$ cat src/rtl/adc_seq_pkg.sv
// Shared types and constants for the ADC channel sequencer.
package adc_seq_pkg;

    localparam int unsigned NUM_CH_DEFAULT = 4;
    localparam int unsigned SAMPLE_W       = 24;

    typedef enum logic [1:0] {
        StIdle,
        StSettle,
        StConvert,
        StRead
    } seq_state_e;

endpackage

$ cat src/rtl/adc_seq_edge_det.sv
// Registered rising-edge detector: flags a 0->1 change against last cycle's value.
module adc_seq_edge_det (
    input  logic adc_clk,
    input  logic nRST,
    input  logic sig_i,
    output logic rise_o
);

    logic sig_q;

    // Keep the previous sample of the input.
    always_ff @(posedge adc_clk or negedge nRST) begin
        if (!nRST) begin
            sig_q <= 1'b0;
        end else begin
            sig_q <= sig_i;
        end
    end

    assign rise_o = sig_i & ~sig_q;

endmodule

$ cat src/rtl/adc_chan_sequencer.sv
// ADC channel sequencer: steps the input mux over the enabled channels once per
// sync edge, handshaking START/DRDY with the ADC and the serial reader.
// Optional feature: define ADC_SEQ_TIMEOUT_EN to abort a conversion after
// DRDY_TIMEOUT cycles without a drdy edge (sets timeout_err_o).
module adc_chan_sequencer
    import adc_seq_pkg::*;
#(
    parameter int unsigned NUM_CH       = NUM_CH_DEFAULT,
    parameter int unsigned DRDY_TIMEOUT = 1023,
    localparam int unsigned CH_W        = (NUM_CH > 1) ? $clog2(NUM_CH) : 1
) (
    input  logic                adc_clk,
    input  logic                nRST,
    input  logic                sync_i,
    input  logic [NUM_CH-1:0]   chan_en_i,
    input  logic [7:0]          settle_cycles_i,
    input  logic                drdy_i,
    input  logic                rd_done_i,
    input  logic [SAMPLE_W-1:0] rd_data_i,
    input  logic                err_clr_i,
    output logic [CH_W-1:0]     a_mux_o,
    output logic                start_o,
    output logic                rd_req_o,
    output logic                out_valid_o,
    output logic [CH_W-1:0]     out_chan_o,
    output logic [SAMPLE_W-1:0] out_data_o,
    output logic                busy_o,
    output logic                overrun_err_o,
    output logic                timeout_err_o
);

    if (DRDY_TIMEOUT == 0) begin : g_bad_timeout
        $error("DRDY_TIMEOUT must be nonzero");
    end

    seq_state_e          state_q;
    logic [NUM_CH-1:0]   mask_q;
    logic [CH_W-1:0]     mux_q;
    logic [7:0]          cnt_q;
    logic                start_q;
    logic                rd_req_q;
    logic                out_valid_q;
    logic [CH_W-1:0]     out_chan_q;
    logic [SAMPLE_W-1:0] out_data_q;
    logic                overrun_q;
    logic                sync_rise;
    logic                drdy_rise;

`ifdef ADC_SEQ_TIMEOUT_EN
    localparam int unsigned TMO_W = $clog2(DRDY_TIMEOUT + 1);
    logic [TMO_W-1:0] tmo_q;
    logic             timeout_q;
`endif

    // True if any channel at index >= from is enabled in m.
    function automatic logic has_en_from(input logic [NUM_CH-1:0] m, input int from);
        has_en_from = 1'b0;
        for (int i = 0; i < int'(NUM_CH); i++) begin
            if (i >= from && m[i]) has_en_from = 1'b1;
        end
    endfunction

    // Lowest enabled index >= from (0 if none).
    function automatic logic [CH_W-1:0] first_en_from(input logic [NUM_CH-1:0] m, input int from);
        first_en_from = '0;
        for (int i = int'(NUM_CH) - 1; i >= 0; i--) begin
            if (i >= from && m[i]) first_en_from = CH_W'(i);
        end
    endfunction

    adc_seq_edge_det u_sync_edge (
        .adc_clk (adc_clk),
        .nRST    (nRST),
        .sig_i   (sync_i),
        .rise_o  (sync_rise)
    );

    adc_seq_edge_det u_drdy_edge (
        .adc_clk (adc_clk),
        .nRST    (nRST),
        .sig_i   (drdy_i),
        .rise_o  (drdy_rise)
    );

    // Sequencer FSM with registered outputs and sticky error flags.
    always_ff @(posedge adc_clk or negedge nRST) begin
        if (!nRST) begin
            state_q     <= StIdle;
            mask_q      <= '0;
            mux_q       <= '0;
            cnt_q       <= '0;
            start_q     <= 1'b0;
            rd_req_q    <= 1'b0;
            out_valid_q <= 1'b0;
            out_chan_q  <= '0;
            out_data_q  <= '0;
            overrun_q   <= 1'b0;
`ifdef ADC_SEQ_TIMEOUT_EN
            tmo_q       <= '0;
            timeout_q   <= 1'b0;
`endif
        end else begin
            rd_req_q    <= 1'b0;
            out_valid_q <= 1'b0;
            // Clear first so a same-cycle set event below wins.
            if (err_clr_i) begin
                overrun_q <= 1'b0;
`ifdef ADC_SEQ_TIMEOUT_EN
                timeout_q <= 1'b0;
`endif
            end
            if (sync_rise) begin
                if (state_q != StIdle) begin
                    overrun_q <= 1'b1;
                    start_q   <= 1'b0;
                    // A sample completing this cycle is still delivered.
                    if (state_q == StRead && rd_done_i) begin
                        out_valid_q <= 1'b1;
                        out_chan_q  <= mux_q;
                        out_data_q  <= rd_data_i;
                    end
                end
                if (chan_en_i != '0) begin
                    mask_q  <= chan_en_i;
                    mux_q   <= first_en_from(chan_en_i, 0);
                    cnt_q   <= settle_cycles_i;
                    state_q <= StSettle;
                end else begin
                    state_q <= StIdle;
                end
            end else begin
                unique case (state_q)
                    StIdle: begin
                        start_q <= 1'b0;
                    end
                    StSettle: begin
                        if (cnt_q == 8'd0) begin
                            start_q <= 1'b1;
                            state_q <= StConvert;
`ifdef ADC_SEQ_TIMEOUT_EN
                            tmo_q   <= '0;
`endif
                        end else begin
                            cnt_q <= cnt_q - 8'd1;
                        end
                    end
                    StConvert: begin
                        if (drdy_rise) begin
                            start_q  <= 1'b0;
                            rd_req_q <= 1'b1;
                            state_q  <= StRead;
`ifdef ADC_SEQ_TIMEOUT_EN
                        end else if (tmo_q == TMO_W'(DRDY_TIMEOUT - 1)) begin
                            start_q   <= 1'b0;
                            timeout_q <= 1'b1;
                            state_q   <= StIdle;
                        end else begin
                            tmo_q <= tmo_q + 1'b1;
`endif
                        end
                    end
                    StRead: begin
                        if (rd_done_i) begin
                            out_valid_q <= 1'b1;
                            out_chan_q  <= mux_q;
                            out_data_q  <= rd_data_i;
                            if (has_en_from(mask_q, int'(mux_q) + 1)) begin
                                mux_q   <= first_en_from(mask_q, int'(mux_q) + 1);
                                cnt_q   <= settle_cycles_i;
                                state_q <= StSettle;
                            end else begin
                                state_q <= StIdle;
                            end
                        end
                    end
                    default: state_q <= StIdle;
                endcase
            end
        end
    end

    assign a_mux_o       = mux_q;
    assign start_o       = start_q;
    assign rd_req_o      = rd_req_q;
    assign out_valid_o   = out_valid_q;
    assign out_chan_o    = out_chan_q;
    assign out_data_o    = out_data_q;
    assign busy_o        = (state_q != StIdle);
    assign overrun_err_o = overrun_q;
`ifdef ADC_SEQ_TIMEOUT_EN
    assign timeout_err_o = timeout_q;
`else
    assign timeout_err_o = 1'b0;
`endif

endmodule
$ cat config.mk
export PLATFORM = sky130hd
export DESIGN_NAME = adc_chan_sequencer
export DESIGN_NICKNAME = d
export VERILOG_FILES = /design/src/rtl/adc_seq_pkg.sv /design/src/rtl/adc_seq_edge_det.sv /design/src/rtl/adc_chan_sequencer.sv
export SDC_FILE = /design/constraint.sdc
export NUM_CORES = 1
export LEC_CHECK = 0
export BUFFER_PORTS_ARGS = -buffer_cell sky130_fd_sc_hd__buf_2
export CORE_UTILIZATION = 40
export CTS_BUF_LIST = sky130_fd_sc_hd__clkbuf_4 sky130_fd_sc_hd__clkbuf_8 sky130_fd_sc_hd__clkbuf_16
export DETAILED_ROUTE_END_ITERATION = 10
export PLACE_DENSITY = 0.66
export SYNTH_ARGS = -nofsm -noshare
export SYNTH_HDL_FRONTEND = slang
export SYNTH_SLANG_ARGS = --single-unit
$ cat constraint.sdc
create_clock -name adc_clk -period 1.8 [get_ports adc_clk]
set_clock_uncertainty 0.15 [all_clocks]
set_input_delay 0.36 -clock adc_clk [delete_from_list [all_inputs] [get_ports adc_clk]]
set_output_delay 0.36 -clock adc_clk [all_outputs]
set_load 0.01 [all_outputs]
# Yosys cells after proc, flatten, opt, wreduce, memory -nomap -nowiden
# Index checks and enable logic that the tools add are counted.
dict set report op_classes {
  n_mux 59
  n_mul 0
  shifts 0
  magnitude_cmp 4
  reduce_logical 21
  n_eq_ne 11
  add_sub_neg 2
  n_div 0
  n_bitwise 4
}
# cell n
set ops {}
lappend ops {{24-bit two-way mux} 5}
lappend ops {{2-bit two-way mux} 22}
lappend ops {{8-bit two-way mux} 5}
lappend ops {{1-bit two-way mux} 24}
lappend ops {{8-bit one-hot mux with 2 select lines} 1}
lappend ops {{4-bit AND reduction} 4}
lappend ops {{3-bit != test (second input constant)} 4}
lappend ops {{4-bit nonzero test} 3}
lappend ops {{8-bit logical NOT} 1}
lappend ops {{2-bit nonzero test} 4}
lappend ops {{8-bit by 1-bit subtractor with 8-bit output (second input constant)} 1}
lappend ops {{1-bit by 3-bit >= comparator with 1-bit output (first input constant)} 2}
lappend ops {{2-bit by 3-bit >= comparator with 1-bit output (first input constant)} 2}
lappend ops {{2-bit one-hot mux with 3 select lines} 1}
lappend ops {{1-bit logical AND} 5}
lappend ops {{5-bit AND reduction} 1}
lappend ops {{2-bit == test (second input constant)} 2}
lappend ops {{2-bit by 1-bit != test with 1-bit output (second input constant)} 2}
lappend ops {{2-bit by 1-bit adder with 3-bit output (second input constant)} 1}
lappend ops {{3-bit by 2-bit != test with 1-bit output (second input constant)} 1}
lappend ops {{1-bit one-hot mux with 3 select lines} 1}
lappend ops {{3-bit nonzero test} 1}
lappend ops {{1-bit AND} 2}
lappend ops {{2-bit by 1-bit == test with 1-bit output (second input constant)} 1}
lappend ops {{4 further kinds} 5}
dict set report word_totals {
  in_bits 42
  romBits 0
  output_inout_bits 34
  latch_bits 0
  mem_bits_rw 0
  word_cells 113
  reg_bits 48
  memories 0
}

# Depth between registers and ports, before layout
dict set report logic_depth {
  word_depth 14
  depth_mapped 8
  ltp_nobuf 7
}

# By module
# A second synthesis with hierarchy kept.
dict set report hier_totals {
  hier_cells 256
  hier_area_um2 2278.4
}
# module seq_area_each_um2 cells_each n_inst area_each_um2
set by_module_without_submodules {}
lappend by_module_without_submodules {adc_chan_sequencer 1126.1 252 1 2200.9}
lappend by_module_without_submodules {adc_seq_edge_det 25.0 2 2 38.8}

# Worst setup path after synthesis
# OpenSTA, ideal clock, no wires.
dict set report synth_timing {
  path_kind {register to register}
  start {reg state_q[1]}
  end {reg cnt_q[0]}
  setup_ns 0.124
  period_less_slack_ns 1.925
  path_slack_ns -0.125
  required_time_ns 1.526
  n_path_buf 0
  stages_incl_launch_ff 7
  t_arrival_ns 1.651
  path_cell_list {dfrtp_1 ha_1 nand2_2 o221a_1 o21a_1 or2_2 a211o_1}
}
dict set report synth_via {
  elab_chain_cells 3
  word_cells_on_any_way 9
  classes_between {5 x eq/ne; 2 x mux; 2 x reduce/logical}
}
# element line_no
set synth_rtl {}
lappend synth_rtl {{start: declaration} adc_chan_sequencer.sv:36} ;# seq_state_e state_q;
lappend synth_rtl {{start signal: assignment} adc_chan_sequencer.sv:88} ;# state_q <= StIdle;
lappend synth_rtl {{start signal: assignment} adc_chan_sequencer.sv:127} ;# state_q <= StSettle;
lappend synth_rtl {{start signal: assignment} adc_chan_sequencer.sv:129} ;# state_q <= StIdle;
lappend synth_rtl {{2-bit by 1-bit == test with 1-bit output or 2-bit == test (tied branches)} adc_chan_sequencer.sv:132} ;# unique case (state_q)
lappend synth_rtl {{3-bit != test (no line), or another cell as far along} --}
lappend synth_rtl {{5-bit AND reduction (no line) or 8-bit two-way mux (tied branches)} --}
lappend synth_rtl {{end signal: assignment} adc_chan_sequencer.sv:126} ;# cnt_q <= settle_cycles_i;
lappend synth_rtl {{end signal: assignment} adc_chan_sequencer.sv:144} ;# cnt_q <= cnt_q - 8'd1;
lappend synth_rtl {{end signal: assignment} adc_chan_sequencer.sv:169} ;# cnt_q <= settle_cycles_i;
lappend synth_rtl {{end: declaration} adc_chan_sequencer.sv:39} ;# logic [7:0] cnt_q;
# Several ways; a longest one is shown, not always the timed one.
# A chain may end at the register's enable or synchronous reset.

# Worst setup path in the final report
# Ends and elaborated chain as after synthesis.

==> impl_results.md <==
* Status: finished, violations left
* Failing checks: setup timing
* Slew Limit Fails at 0
* Pwr Total at roughly 0.0055 W
* Io pins at 76
* FFs w/ async S/R, synth at 100%
* Antenna Cells at 0
* Final RePlAce weighted congestion at around 0.82
* Area fraction of the dominant cell type after synthesis at between 50% and 60%
* Synth top cells by count: dfrtp_1 (47), mux2_2 (27), o21ai_0 (13)
* DR WL/cell at about 14 um
* Final nets at 368
* Dpl ws at -142 ps
* Clock latency on the worst-skew pair at 300 ps
* Syn avg cell area at ~11 um^2
* Achievable Freq at 525 MHz
* DRT Pass-1 Iters at 4
* Cells after Synth at 202
* Fin Hold WS at 25.8 ps
* DRC at 0
* Final Critical Period at between 1500 and 2000 ps
* Setup ws final at -105 ps
* Final WL at 5480 um
* Hold Vio Cnt, Final at 0
* Post-synth EDFFs at 0
* CTS buffer count at 5
* Startpoint types: flop
* Worst R2R End: cnt_q[0]$_DFFE_PN0P_
* Num rows at 27
* Synthesized area at 2280 um^2
* Mapped Nets at 251
* Worst R2R Path Depth at 7
* Die width at 77.6 um
* First-pass GRT wire length at 8950 um
* Critical Path Source: state_q[1]$_DFFE_PN0P_
* Max IR drop VDD at 0.801 mV
* Die area at 6020 um^2
* Reg2reg setup slack at -100 ps
* HPWL after detailed placement at 3780 um
* Period utilization at 106%
* Count leader, synth: dfrtp_1
* Clock root cell: clkbuf_8
* Worst setup EP type: flop
* WP data arrival at 1950 ps
* #FFs+latches synth at 47
* Crit-path max FO at 5
* Vias at 1948
* GRT Overall Usage at 18.8%
* Largest net degree at the start of global routing at 48
* Antenna violations before repair at 0
* Number of global-route vias before repair at about 2000
* Vias per cell at 4.97
* CTS sink cnt at 47
* Clk pin slew, worst setup/hold paths at approximately 90 ps
* Worst Setup EP: cnt_q[0]$_DFFE_PN0P_
* Final setup viols at 14
* Clock buffer depth at 2
* RSZ-0062 raised after global routing: yes
* Grt total ovfl at 0
* WS Path Type: flop to flop
* Synth unique cells at 48
* Critical Path RT at 1840 ps
* PwrDens at 1620 nW/um^2
* P_leak at 1.65 nW
* Synth Warn # at 0
* Setup tns final at -520 ps
* 1st-iter DRT viols at 59
* PortBufs at 74
* Initial Util at 41.5%
* Area grow syn2layout at 49.0%
* Seq/Total Area, Yosys at 51.5%
* Synth area leader: dfrtp_1
* Hold Path Class: input pin to flop
* Reg-to-reg critical path startpoint: state_q[1]$_DFFE_PN0P_
* Share of layout cells above drive strength 1 at 57.8%
* Synth Flop Type: dfrtp_1
* Total of max-cap violations at 0
* Antenna Violating Nets Remaining at 0
* CTS tree: done
* Ranking of synthesized cells by area: dfrtp_1 (51%), mux2_2 (13%), ha_1 (3.8%)
* H-tree depth at 2
* Die height at 77.6 um
* Core Region at around 5500 um^2
final cells by class:
cell class | count | area, um^2
Timing Repair Buffer | 118 | 831
Inverter | 12 | 50.0
Clock buffer | 6 | 76.3
Fill cell | 474 | 2100
Sequential cell | 47 | 1180
Tap cell | 72 | 90.1
Multi-Input combinational cell | 135 | 1160
Clock inverter | 2 | 17.5
sequential cells by signal, indices dropped and copies added (netlist names):
signal / count
u_sync_edge.sig_q: 1
overrun_err_o: 1
out_valid_o: 1
out_data_o: 24
a_mux_o: 2
start_o: 1
out_chan_o: 2
cnt_q: 8
state_q: 2
u_drdy_edge.sig_q: 1
mask_q: 3
rd_req_o: 1
metrics by stage:
step           utilization, %  instances  cell area (um^2)
2_1_floorplan               -        202              2290
3_3_place_gp             54.0        372              2970
3_5_place_dp             54.0        372              2970
4_1_cts                  58.3        385              3210
5_1_grt                  61.8        392              3400
6_report                 61.8        392              3400
how the worst min path moves through the flow:
stage / from / endpoint / slack, ps / cells past startpoint
4_1_cts: drdy_i / u_drdy_edge.sig_q$_DFF_PN0_ / 20 / 1
2_1_floorplan: nRST / a_mux_o[0]$_DFFE_PN0P_ / -90 / 0
3_3_place_gp: nRST / out_data_o[9]$_DFFE_PN0P_ / 220 / 2
5_1_grt: drdy_i / u_drdy_edge.sig_q$_DFF_PN0_ / 20 / 1
6_report: drdy_i / u_drdy_edge.sig_q$_DFF_PN0_ / 30 / 1
3_5_place_dp: nRST / out_data_o[9]$_DFFE_PN0P_ / 210 / 2
cell families (layout without fill, tap and decap cells):
| family | after synthesis | after routing | share of synthesized area, % |
|---|---|---|---|
| DFF | 47 | 47 | 51.5 |
| muxes | 28 | 28 | 13.7 |
| and+or+nand+nor | 50 | 50 | 12.5 |
| AOI/OAI and AO/OA | 49 | 49 | 13.9 |
| other | 1 | 1 | 0.164 |
| buffers and inverters | 20 | 138 | 4.44 |
| adders and majority gates | 7 | 7 | 3.83 |
power breakdown:
part	internal, W	switching [W]
Sequential	0.00152	0.000272
Clock	0.000294	0.000357
Combinational	0.00169	0.00138
Total	0.00350	0.00201
metal layers:
metal,global-route usage [%],share of wire (%),vias to the layer above
met5,0,0,-
met4,4.72,0.60,0
met3,4.35,4.6,4
met2,30.9,48,67
met1,25.1,46,924
li1,-,-,953
cells in the final DEF, fill, tap and decap left out, types with 2 or more instances in the layout:
cell and instances:
buf_2 73, dfrtp_1 46, buf_4 29, mux2_2 27, a21oi_1 12, nor2_1 10, inv_1 8, buf_6 8
nand2_1 7, o21ai_0 6, clkbuf_8 5, nand2b_1 4, nor3_2 4, o21ai_2 4, nand3_1 4, o21ai_1 4
nor3_1 4, o31ai_1 4, buf_12 4, inv_2 3, ha_1 3, ha_4 3, nand2_4 2, a22o_1 2
o21a_1 2, or4_4 2, o31ai_4 2, a2bb2oi_1 2, clkinv_4 2
worst max-delay path, stage by stage, from the launching register on:
cell and delay (ps):
dfrtp_1 440, inv_2 110, ha_4 140, inv_2 30, o221a_1 230, o21a_1 140, or2_4 300, a211o_1 260
timing repair:
| action | in CTS | in global routing |
|---|---|---|
| setup endpoints to repair | 34 | 36 |
| cloned | 1 | 1 |
| gates resized for setup | 19 | 33 |
| setup buffers | 3 | 7 |
| pin swaps | 4 | 11 |
| hold endpoints to repair | 47 | 0 |
| hold buffers | 1 | 0 |
No activity file was read; power rests on OpenSTA's default activity.
